<file path="config.mk">
export PLATFORM = sky130hd
export DESIGN_NAME = btn_press_gen_flat
export DESIGN_NICKNAME = d
export VERILOG_FILES = /design/src/rtl/btn_press_gen_if.sv /design/src/rtl/btn_press_gen.sv /design/src/flat_wrapper.sv
export SDC_FILE = /design/constraint.sdc
export NUM_CORES = 1
export LEC_CHECK = 0
export ABC_AREA = 1
export CAP_MARGIN = 40
export CORE_MARGIN = 5
export CORE_UTILIZATION = 39
export CTS_BUF_LIST = sky130_fd_sc_hd__clkbuf_4
export DETAILED_ROUTE_END_ITERATION = 16
export PLACE_DENSITY = 0.6
export SLEW_MARGIN = 20
export SYNTH_ARGS = -nofsm -noshare
export SYNTH_HDL_FRONTEND = slang
export SYNTH_SLANG_ARGS = --single-unit
</file>
<file path="constraint.sdc">
create_clock -name i_clk_32k -period 1.6 [get_ports i_clk_32k]
set_input_delay 0.32 -clock i_clk_32k [delete_from_list [all_inputs] [get_ports i_clk_32k]]
set_output_delay 0.32 -clock i_clk_32k [all_outputs]
set_load 0.01 [all_outputs]
</file>
<file path="src/rtl/btn_press_gen_if.sv">
// Request/status bundle between the press sequencer and btn_press_gen.
// The master side issues press requests and aborts; the slave side
// drives the button net and reports its progress.
interface btn_press_gen_if;
    logic i_req_short;   // short-press request
    logic i_req_long;    // long/force-press request, wins over short
    logic i_abort;       // cut an active press short
    logic o_btn_n;       // button drive, 0 = pressed
    logic o_busy;        // press or release gap in progress
    logic o_long;        // current press/gap belongs to a long press
    logic o_done;        // one-cycle pulse at the end of the release gap
    logic o_req_drop;    // one-cycle pulse: request seen while busy, discarded

    modport master (
        output i_req_short,
        output i_req_long,
        output i_abort,
        input  o_btn_n,
        input  o_busy,
        input  o_long,
        input  o_done,
        input  o_req_drop
    );

    modport slave (
        input  i_req_short,
        input  i_req_long,
        input  i_abort,
        output o_btn_n,
        output o_busy,
        output o_long,
        output o_done,
        output o_req_drop
    );
endinterface

</file>
<file path="src/rtl/btn_press_gen.sv">
// Timed active-low button-press generator. A request in IDLE drives the
// button low for SHORT_CYCLES or LONG_CYCLES clocks, then holds it released
// for GAP_CYCLES clocks before pulsing o_done. One down-counter times both
// the press and the gap; every output comes straight from a register.
module btn_press_gen #(
    parameter int SHORT_CYCLES = 6554,
    parameter int LONG_CYCLES  = 131072,
    parameter int GAP_CYCLES   = 3277,
    parameter int CNT_W        = 18
) (
    input  logic           i_clk_32k,
    input  logic           i_rst_n,
    btn_press_gen_if.slave bus
);

    localparam logic [CNT_W-1:0] SHORT_LOAD = CNT_W'(SHORT_CYCLES - 1);
    localparam logic [CNT_W-1:0] LONG_LOAD  = CNT_W'(LONG_CYCLES - 1);
    localparam logic [CNT_W-1:0] GAP_LOAD   = CNT_W'(GAP_CYCLES - 1);

    typedef enum logic [1:0] {
        ST_IDLE   = 2'd0,
        ST_ASSERT = 2'd1,
        ST_GAP    = 2'd2
    } state_t;

    state_t           r_state;
    state_t           w_state_next;
    logic [CNT_W-1:0] r_cnt;
    logic [CNT_W-1:0] w_cnt_next;
    logic             r_btn_n;
    logic             w_btn_n_next;
    logic             r_busy;
    logic             w_busy_next;
    logic             r_long;
    logic             w_long_next;
    logic             r_done;
    logic             w_done_next;
    logic             r_req_drop;
    logic             w_req_drop_next;

    logic             w_any_req;
    logic             w_cnt_zero;

    assign w_any_req  = bus.i_req_short | bus.i_req_long;
    assign w_cnt_zero = (r_cnt == '0);

    // State, counter and output registers; reset releases the button at once.
    always_ff @(posedge i_clk_32k or negedge i_rst_n) begin
        if (!i_rst_n) begin
            r_state    <= ST_IDLE;
            r_cnt      <= '0;
            r_btn_n    <= 1'b1;
            r_busy     <= 1'b0;
            r_long     <= 1'b0;
            r_done     <= 1'b0;
            r_req_drop <= 1'b0;
        end else begin
            r_state    <= w_state_next;
            r_cnt      <= w_cnt_next;
            r_btn_n    <= w_btn_n_next;
            r_busy     <= w_busy_next;
            r_long     <= w_long_next;
            r_done     <= w_done_next;
            r_req_drop <= w_req_drop_next;
        end
    end

    // Next-state, counter and output decode; levels hold unless changed.
    always_comb begin
        w_state_next    = r_state;
        w_cnt_next      = r_cnt;
        w_btn_n_next    = r_btn_n;
        w_busy_next     = r_busy;
        w_long_next     = r_long;
        w_done_next     = 1'b0;
        // Requests arriving while busy are flagged and then forgotten.
        w_req_drop_next = (r_state != ST_IDLE) && w_any_req;

        case (r_state)
            ST_IDLE: begin
                if (bus.i_req_long) begin
                    w_state_next = ST_ASSERT;
                    w_cnt_next   = LONG_LOAD;
                    w_btn_n_next = 1'b0;
                    w_busy_next  = 1'b1;
                    w_long_next  = 1'b1;
                end else if (bus.i_req_short) begin
                    w_state_next = ST_ASSERT;
                    w_cnt_next   = SHORT_LOAD;
                    w_btn_n_next = 1'b0;
                    w_busy_next  = 1'b1;
                    w_long_next  = 1'b0;
                end
            end

            ST_ASSERT: begin
                // Abort and natural expiry both start a full release gap.
                if (bus.i_abort || w_cnt_zero) begin
                    w_state_next = ST_GAP;
                    w_cnt_next   = GAP_LOAD;
                    w_btn_n_next = 1'b1;
                end else begin
                    w_cnt_next = r_cnt - 1'b1;
                end
            end

            ST_GAP: begin
                if (w_cnt_zero) begin
                    w_state_next = ST_IDLE;
                    w_done_next  = 1'b1;
                    w_busy_next  = 1'b0;
                    w_long_next  = 1'b0;
                end else begin
                    w_cnt_next = r_cnt - 1'b1;
                end
            end

            default: begin
                w_state_next = ST_IDLE;
                w_cnt_next   = '0;
                w_btn_n_next = 1'b1;
                w_busy_next  = 1'b0;
                w_long_next  = 1'b0;
            end
        endcase
    end

    assign bus.o_btn_n    = r_btn_n;
    assign bus.o_busy     = r_busy;
    assign bus.o_long     = r_long;
    assign bus.o_done     = r_done;
    assign bus.o_req_drop = r_req_drop;

endmodule

</file>
<file path="src/flat_wrapper.sv">
// flat-port wrapper written by rule: the top's interface ports become plain ports
module btn_press_gen_flat 
#(
    parameter int SHORT_CYCLES = 6554,
    parameter int LONG_CYCLES  = 131072,
    parameter int GAP_CYCLES   = 3277,
    parameter int CNT_W        = 18
)
  (i_clk_32k, i_rst_n, bus_i_req_short, bus_i_req_long, bus_i_abort, bus_o_btn_n, bus_o_busy, bus_o_long, bus_o_done, bus_o_req_drop);
  btn_press_gen_if bus_i ();
  input  logic i_clk_32k;
  input  logic i_rst_n;
  input wire logic [$bits(bus_i.i_req_short)-1:0] bus_i_req_short;
  input wire logic [$bits(bus_i.i_req_long)-1:0] bus_i_req_long;
  input wire logic [$bits(bus_i.i_abort)-1:0] bus_i_abort;
  output wire logic [$bits(bus_i.o_btn_n)-1:0] bus_o_btn_n;
  output wire logic [$bits(bus_i.o_busy)-1:0] bus_o_busy;
  output wire logic [$bits(bus_i.o_long)-1:0] bus_o_long;
  output wire logic [$bits(bus_i.o_done)-1:0] bus_o_done;
  output wire logic [$bits(bus_i.o_req_drop)-1:0] bus_o_req_drop;
  assign bus_i.i_req_short = bus_i_req_short;
  assign bus_i.i_req_long = bus_i_req_long;
  assign bus_i.i_abort = bus_i_abort;
  assign bus_o_btn_n = bus_i.o_btn_n;
  assign bus_o_busy = bus_i.o_busy;
  assign bus_o_long = bus_i.o_long;
  assign bus_o_done = bus_i.o_done;
  assign bus_o_req_drop = bus_i.o_req_drop;
  btn_press_gen #(.SHORT_CYCLES(SHORT_CYCLES), .LONG_CYCLES(LONG_CYCLES), .GAP_CYCLES(GAP_CYCLES), .CNT_W(CNT_W)) u_core (.i_clk_32k(i_clk_32k), .i_rst_n(i_rst_n), .bus(bus_i));
endmodule
</file>
# Yosys cells after proc, flatten, opt, wreduce, memory -nomap -nowiden
# Index checks and enable logic that the tools add are counted.
totals:
  regBits: 25
op_classes:
  add_sub_neg: 1
  n_eq_ne: 6
  n_mux: 22
  bitwise_logic: 3
  reduce_logical: 9
ops:
  columns: ["op", "count"]
  rows:
  - ["$mux 18", 4]
  - ["$pmux 18 s3", 1]
  - ["$logic_not 18->1", 1]
  - ["$sub 18x1->18 const B", 1]
  - ["$mux 1", 9]
  - ["$pmux 1 s3", 3]
  - ["$reduce_and 3->1", 3]
  - ["$mux 2", 4]
  - ["$pmux 2 s3", 1]
  - ["$ne 2x1->1 const B", 2]
  - ["$ne 3x3->1 const B", 1]
  - ["$eq 2x1->1 const B", 1]
  - ["$eq 2x2->1 const B", 1]
  - ["$logic_not 2->1", 1]
  - ["$ne 2x2->1 const B", 1]
  - ["$not 1->1", 2]
  - ["$reduce_and 2->1", 1]
  - ["$reduce_bool 2->1", 1]
  - ["$logic_and 1x1->1", 1]
  - ["$logic_or 1x1->1", 1]
  - ["$or 1x1->1", 1]

# Depth between registers and ports, before layout
# Gate-level depths: netlist of the first run.
depth:
  word_depth: 4
  mapped_depth: 11
  depth_no_buf: 11

# Worst setup path before layout of the first run
# OpenSTA, ideal clock, no wires.
synth_path:
  kind: "register to register"
  from: "reg u_core.r_cnt[0]"
  to: "reg u_core.r_cnt[1]"
  setup_time_ns: 0.116
  t_arrival_ns: 1.379
  slack_ns: 0.105
  path_stages_with_launch: 12
  synth_period_minus_slack_ns: 1.495
  cell_sequence: "dfrtp_1 inv_1 ha_1 nand3_1 nor2_4 nand2_2 nand3_1 nand2_2 nand2_1 nand2_1 nand2_1 nand2_1"
synth_between:
  elab_chain_len: 4
  elab_cells_between_ends: 8
  cone_classes: "1 x add/sub; 1 x eq/ne; 3 x mux; 3 x reduce/logical"
synth_lines:
  columns: ["element", "line_no", "rtl"]
  rows:
  - ["from (decl)", "btn_press_gen.sv:28", "logic [CNT_W-1:0] r_cnt;"]
  - ["from (signal assigned)", "btn_press_gen.sv:59", "r_cnt <= w_cnt_next;"]
  - ["parallel branches: the longest is 4 deep, another holds $sub 18x1->18", null, null]
# Several ways; the timed one is not identified. The select of a mux whose other input is x is not followed.
# A chain may end at the register's enable or synchronous reset.

# Final worst setup path of the first run
layout_path:
  from: "reg u_core.r_req_drop (netlist: u_core.bus.o_req_drop)"
  to: "out bus_o_req_drop"
layout_lines:
  columns: ["element", "line_no", "rtl"]
  rows:
  - ["from (decl)", "btn_press_gen.sv:38", "logic r_req_drop;"]
  - ["from (signal assigned)", "btn_press_gen.sv:64", "r_req_drop <= w_req_drop_next;"]
  - ["to (decl)", "flat_wrapper.sv:20", "output wire logic [$bits(bus_i.o_req_drop)-1:0] bus_o_req_drop;"]
# No word-level cell between the ends.

==> reports/metrics.yaml, run 1 <==
outcome: "complete, no violations"
placed_area_um2: 1991
cp-start-kind: "flop"
yosys_warnings: 0
power_density_nw_per_um2: 438.2
clockRootBuffer: "clkbuf_4"
synthArstFlopShare: 1.000
crit_slowest_cell: "clkdlybuf4s50_1"
yosysTopAreaCell: "dfrtp_1"
dpl.hpwl_um: 3297
clock_path_buffers: 2
drc: 0
pin_count: 10
post-route-min-period_ns: 1.534
worst-path-buf-inv: 1
antenna_found_initial: 0
yosysMostFrequentCell: "nand2_1"
worst_pin_slew_ns: 0.3399
area_growth_pct: 34.31
clock_skew_ns: 0.006017
insertion_delay_ns: 0.34
synth_top_area_share: 0.3604
fillers: 393
hold_path_class: "in -> async"
synth_area_um2: 1667
final_area_um2: 2238
start_util: 0.4107
maxSlewHeadroom: 0.7734
report.final.slew_viol_count: 0
synth_area_leaders: "dfrtp_1 (36%), nand2_1 (22%), nor2_1 (6.1%)"
ys.flop_type: "dfrtp_1"
syn_area_per_cell_um2: 6.858
holdBufCountCts: 0
grt_util_all_layers: 0.1791
yosys-top-cells-count: "nand2_1 (96), nor2_1 (27), dfrtp_1 (24), inv_1 (24), nand3_1 (19)"
ys_seq_elements: 25
ir_worst_vdd_mv: 0.3597
cts_tree: "yes"
viasPerCell: 4.958
synth_edf_count: 0
drive_gt1_frac: 0.2972
die_y_um: 75.37
final_util: 0.5517
grt-ovfl-total: 0
crit_chain: "clkdlybuf4s50_1"
pre_cts_slack_ns: -0.09484
diodes: 0
setup_viol: 0
rows: 23
crit_required_ns: 1.28
die-area_um2: 5681
worstPathArrival_ns: 1.21
drt-total-wl_um: 4478
grt_pass1_vias: 1609
grt_pass1_wl_um: 7603
antenna_left: 0
path_clk_slew_ns: 0.15
htreeDepth: 1
rsz0062_at_grt: "true"
cts_num_sinks: 25
end_kind: "primary output"
numPortBuffers: 9
grt_max_degree: 26
synth_cell_types: 26
fin_nets: 294
hold_viol_final: 0
yosysSeqAreaShare: 0.3761
fmax_mhz: 651.9
coreArea_um2: 4058
synth_fp_nets: 250
gp_congestion: 0.9015
syn_inst: 243
worstPathMaxFanout: 1
cts_buffers: 3
fin_crit_sh: 0.9587
die_x_um: 75.37
p_leak_nw: 1.110
worst-setup-path-type: "reg -> out"
slowest_delay_ns: 0.52
crit_family: "buffers and inverters"
drt_pass1_iterations: 4
initialDrtViolationCount: 104
post_drt_wl_per_cell_um: 13.33
vias: 1666
setup_ws_ns: 0.06611
max_cap_viol_count: 0
-- per-stage QoR --
step / hold slack, ns / cells / setup TNS (ns) / total power, W
3_5_place_dp: 0.4644 / 326 / -0.9628 / 0.0006847
3_3_place_gp: 0.4592 / 326 / -0.4595 / 0.0006845
2_1_floorplan: 0.02441 / 243 / 0 / 0.0006499
4_1_cts: 0.3289 / 330 / 0 / 0.0009938
5_1_grt: 0.3498 / 336 / -0.3846 / 0.001021
6_report: 0.3184 / 336 / 0 / 0.0009809
-- sequential cells by signal, indices dropped and copies added, names as in the netlist --
| register | cells |
|---|---|
| u_core.bus.o_done | 1 |
| u_core.bus.o_busy | 1 |
| u_core.bus.o_long | 1 |
| u_core.bus.o_btn_n | 1 |
| u_core.r_cnt | 18 |
| u_core.r_state | 2 |
| u_core.bus.o_req_drop | 1 |
-- cell usage in the layout (no fill, tap or decap), types with 6 or more instances in the layout --
master / instances
nor2_2: 9
o21ai_1: 7
clkdlybuf4s50_1: 6
nand2_1: 91
inv_1: 22
nor2_4: 11
buf_4: 30
nand2_2: 6
nand3_1: 15
a21oi_1: 6
nor2_1: 18
dfrtp_1: 21
-- final timing paths --
| check | startpoint | end | slack [ns] | depth (start not counted) |
|---|---|---|---|---|
| max in group asynchronous | i_rst_n | u_core.bus.o_btn_n | 0.99 | 2 |
| setup reg to reg | u_core.r_cnt[10] | u_core.r_cnt[1] | 0.07 | 10 |
| hold reg to reg | u_core.bus.o_btn_n | u_core.bus.o_btn_n | 0.48 | 2 |
| hold / removal | i_rst_n | u_core.bus.o_req_drop | 0.32 | 2 |
| min in group i_clk_32k | u_core.bus.o_btn_n | u_core.bus.o_btn_n | 0.48 | 2 |
| setup / recovery | u_core.bus.o_req_drop | bus_o_req_drop | 0.07 | 1 |
-- cell families after synthesis --
kind of cell | after synthesis | synth area share
simple gates | 162 | 0.4422
buf+inv | 29 | 0.07733
flops | 25 | 0.3761
compound gates | 20 | 0.06306
xor+xnor | 5 | 0.02628
fa+ha+maj | 2 | 0.01501
-- layer usage --
layer  track usage  up-vias  routed length [µm]
met5             0        -                   0
met4       0.06602        0                  73
met3       0.01583        5                 139
met2        0.2895       21                2131
met1        0.2502      799                2133
li1              -      841                   -
-- repair_timing --
action | 4_1_cts | 5_1_grt
setup buffers | 0 | 6
setup endpoints to repair | 18 | 19
cloned | 0 | 0
gates resized for setup | 13 | 40
pin swaps | 0 | 15
-- area by class of cell --
cell class              instances  area, µm²  share of cell area
clock buffers                   3      22.52             0.01006
clock inverters                 1      5.005            0.002236
inverters                      26      102.6             0.04584
multi-input cells             189       1066              0.4762
flip-flops and latches         25      630.6              0.2817
well taps                      50      62.56             0.02795
repair buffers                 42      349.1              0.1560
-- report_power, final --
part	internal (W)	switching (W)	total (W)
Combinational	0.0000181	0.0000212	0.0000392
Sequential	0.000633	0.000000285	0.000634
Clock	0.0000942	0.000214	0.000308
Total	0.000746	0.000235	0.000981
No activity file was read; power rests on OpenSTA's default activity.
==> run 2, diff against run 1 <==
--- a/config.mk
+++ b/config.mk
@@ -11,8 +11,9 @@
 export CORE_UTILIZATION = 39
 export CTS_BUF_LIST = sky130_fd_sc_hd__clkbuf_4
 export DETAILED_ROUTE_END_ITERATION = 16
-export PLACE_DENSITY = 0.6
-export SLEW_MARGIN = 20
+export DONT_BUFFER_PORTS = 1
+export PLACE_DENSITY = 0.57
+export SLEW_MARGIN = 25
 export SYNTH_ARGS = -nofsm -noshare
 export SYNTH_HDL_FRONTEND = slang
 export SYNTH_SLANG_ARGS = --single-unit
==> run 2 against run 1 <==
Sequential power is essentially flat. Wire length shrank 2.7%. Global-route usage shrank 0.95 points. Worst hold slack lost 0.19 ns. Clock skew grew 0.0077 ns. Critical path type is now reg -> reg. Critical endpoint is now u_core.r_cnt[0]. Largest cell class unchanged. Highest routed layer unchanged.
==> reports/metrics.yaml, run 2 (synthesized netlist as in run 1, its figures left out) <==
outcome: "complete, no violations"
layout_common_cells: "nand2_1 (90), buf_4 (34), dfrtp_1 (23), inv_1 (22), nor2_1 (17)"
crit_required_ns: 1.84
ir_worst_vdd_mv: 0.3075
fin_crit_sh: 0.9748
coreArea_um2: 4058
cts_num_sinks: 25
final_common_cell: "nand2_1"
area_growth_pct: 31.23
vias: 1619
cp-start-kind: "flop"
p_leak_nw: 1.067
path_clk_slew_ns: 0.17
clockRootBuffer: "clkbuf_4"
post-route-min-period_ns: 1.560
worst-setup-path-type: "reg -> reg"
placed_cells: 317
gp_congestion: 0.8877
pin_count: 10
drt_pass1_iterations: 4
hold_viol_final: 0
fin_nets: 290
worstPathArrival_ns: 1.80
dpl.hpwl_um: 3142
insertion_delay_ns: 0.35
grt_pass1_wl_um: 7334
antenna_left: 0
report.power.total_w: 0.0009866
numPortBuffers: 0
cts_tree: "yes"
placed_area_um2: 1901
drt-total-wl_um: 4356
drive_gt1_frac: 0.3050
worst_pin_slew_ns: 0.4324
reg.largest.list: "u_core.r_cnt: 18 flops, u_core.r_state: 2 flops"
viasPerCell: 4.877
post_drt_wl_per_cell_um: 13.12
grt_util_all_layers: 0.1696
grt_max_degree: 26
maxSlewHeadroom: 0.7110
fillers: 376
max_cap_viol_count: 0
fmax_mhz: 641.2
die_x_um: 75.37
final_area_um2: 2187
wl_met3_um: 155
largest_register_ffs: 18
wl_met1_um: 2125
dr_wl_met2_um: 2008
antenna_found_initial: 0
worstPathMaxFanout: 5
cts_buffers: 3
clock_skew_ns: 0.01368
drc: 0
grt_pass1_vias: 1580
die_y_um: 75.37
largest-register: "u_core.r_cnt"
htreeDepth: 1
rows: 23
hold_path_class: "in -> reg"
die-area_um2: 5681
diodes: 0
instances_no_fill: 332
start_util: 0.4107
highest-signal-layer: "met4"
initialDrtViolationCount: 83
report.final.slew_viol_count: 0
rsz0062_at_grt: "true"
setup_viol: 0
end_kind: "flop"
power_density_nw_per_um2: 451.1
clock_path_buffers: 2
grt-ovfl-total: 0
run 2: cell count changes in the layout (fill, tap and decap cells not counted), sizes merged:
cell,before,now
buf,33,37
clkdlybuf4s50,6,0
clkinv,1,0
clkinvlp,0,1
dlygate4sd2,2,0
dlygate4sd3,0,1
dlymetal6s2s,1,0
run 2: metrics by stage:
| stage | hold slack, ns | worst slack [ns] | TNS [ns] | utilization |
|---|---|---|---|---|
| after floorplan | 0.02441 | 0.1047 | 0 | - |
| after global placement | 0.02493 | -0.07401 | -0.5364 | 0.4684 |
| after detailed placement | 0.02490 | -0.1262 | -1.448 | 0.4684 |
| final | 0.1285 | 0.04038 | 0 | 0.5390 |
| after global routing | 0.1550 | -0.06664 | -0.6115 | 0.5390 |
| after CTS | 0.1420 | 0.005710 | 0 | 0.4894 |
run 2: layout make-up:
| type | count | area [µm²] | share of cell area |
|---|---|---|---|
| Multi-Input combinational cell | 189 | 1059 | 0.4840 |
| Sequential cell | 25 | 628.1 | 0.2872 |
| Tap cell | 50 | 62.56 | 0.02860 |
| Inverter | 26 | 100.1 | 0.04577 |
| Clock buffer | 3 | 22.52 | 0.01030 |
| Timing Repair Buffer | 38 | 307.8 | 0.1407 |
| Clock inverter | 1 | 7.507 | 0.003432 |
run 2: path summary, 6_finish.rpt:
| check | from | to | slack (ns) | cells past startpoint |
|---|---|---|---|---|
| min in group asynchronous | i_rst_n | u_core.r_state[0] | 0.39 | 2 |
| max reg2reg | u_core.r_cnt[0] | u_core.r_cnt[0] | 0.04 | 9 |
| max in group asynchronous | i_rst_n | u_core.bus.o_btn_n | 0.99 | 2 |
| max | u_core.r_cnt[0] | u_core.r_cnt[0] | 0.04 | 9 |
| min reg2reg | u_core.r_cnt[16] | u_core.r_cnt[16] | 0.51 | 2 |
| min | bus_i_req_short | u_core.bus.o_req_drop | 0.13 | 2 |
run 2: power breakdown:
part	internal, W	total (W)	switching, W	leakage (nW)
clock	0.0000960	0.000324	0.000228	0.0139
combinational	0.00000947	0.0000283	0.0000189	0.784
sequential	0.000634	0.000635	0.00000111	0.270
run 2: timing repair:
action,CTS,global route
setup endpoints to repair,18,19
setup buffers,0,9
hold buffers,2,0
resized for setup,8,36
hold endpoints to repair,25,0
pin swaps,1,12
run 2: worst max-delay path, stage by stage (launching register included):
cell	delay [ns]
dfrtp_1	0.42
inv_2	0.13
ha_4	0.15
nand3_4	0.06
nor2_4	0.17
nand2_4	0.08
nand3_4	0.11
nand3_2	0.15
nand3_1	0.12
o21ai_1	0.07
run 2: routing by layer:
layer / up-vias / global-route usage
met4: 0 / 0.04660
li1: 833 / -
met3: 7 / 0.01583
met5: - / 0
met2: 19 / 0.2771
met1: 760 / 0.2405
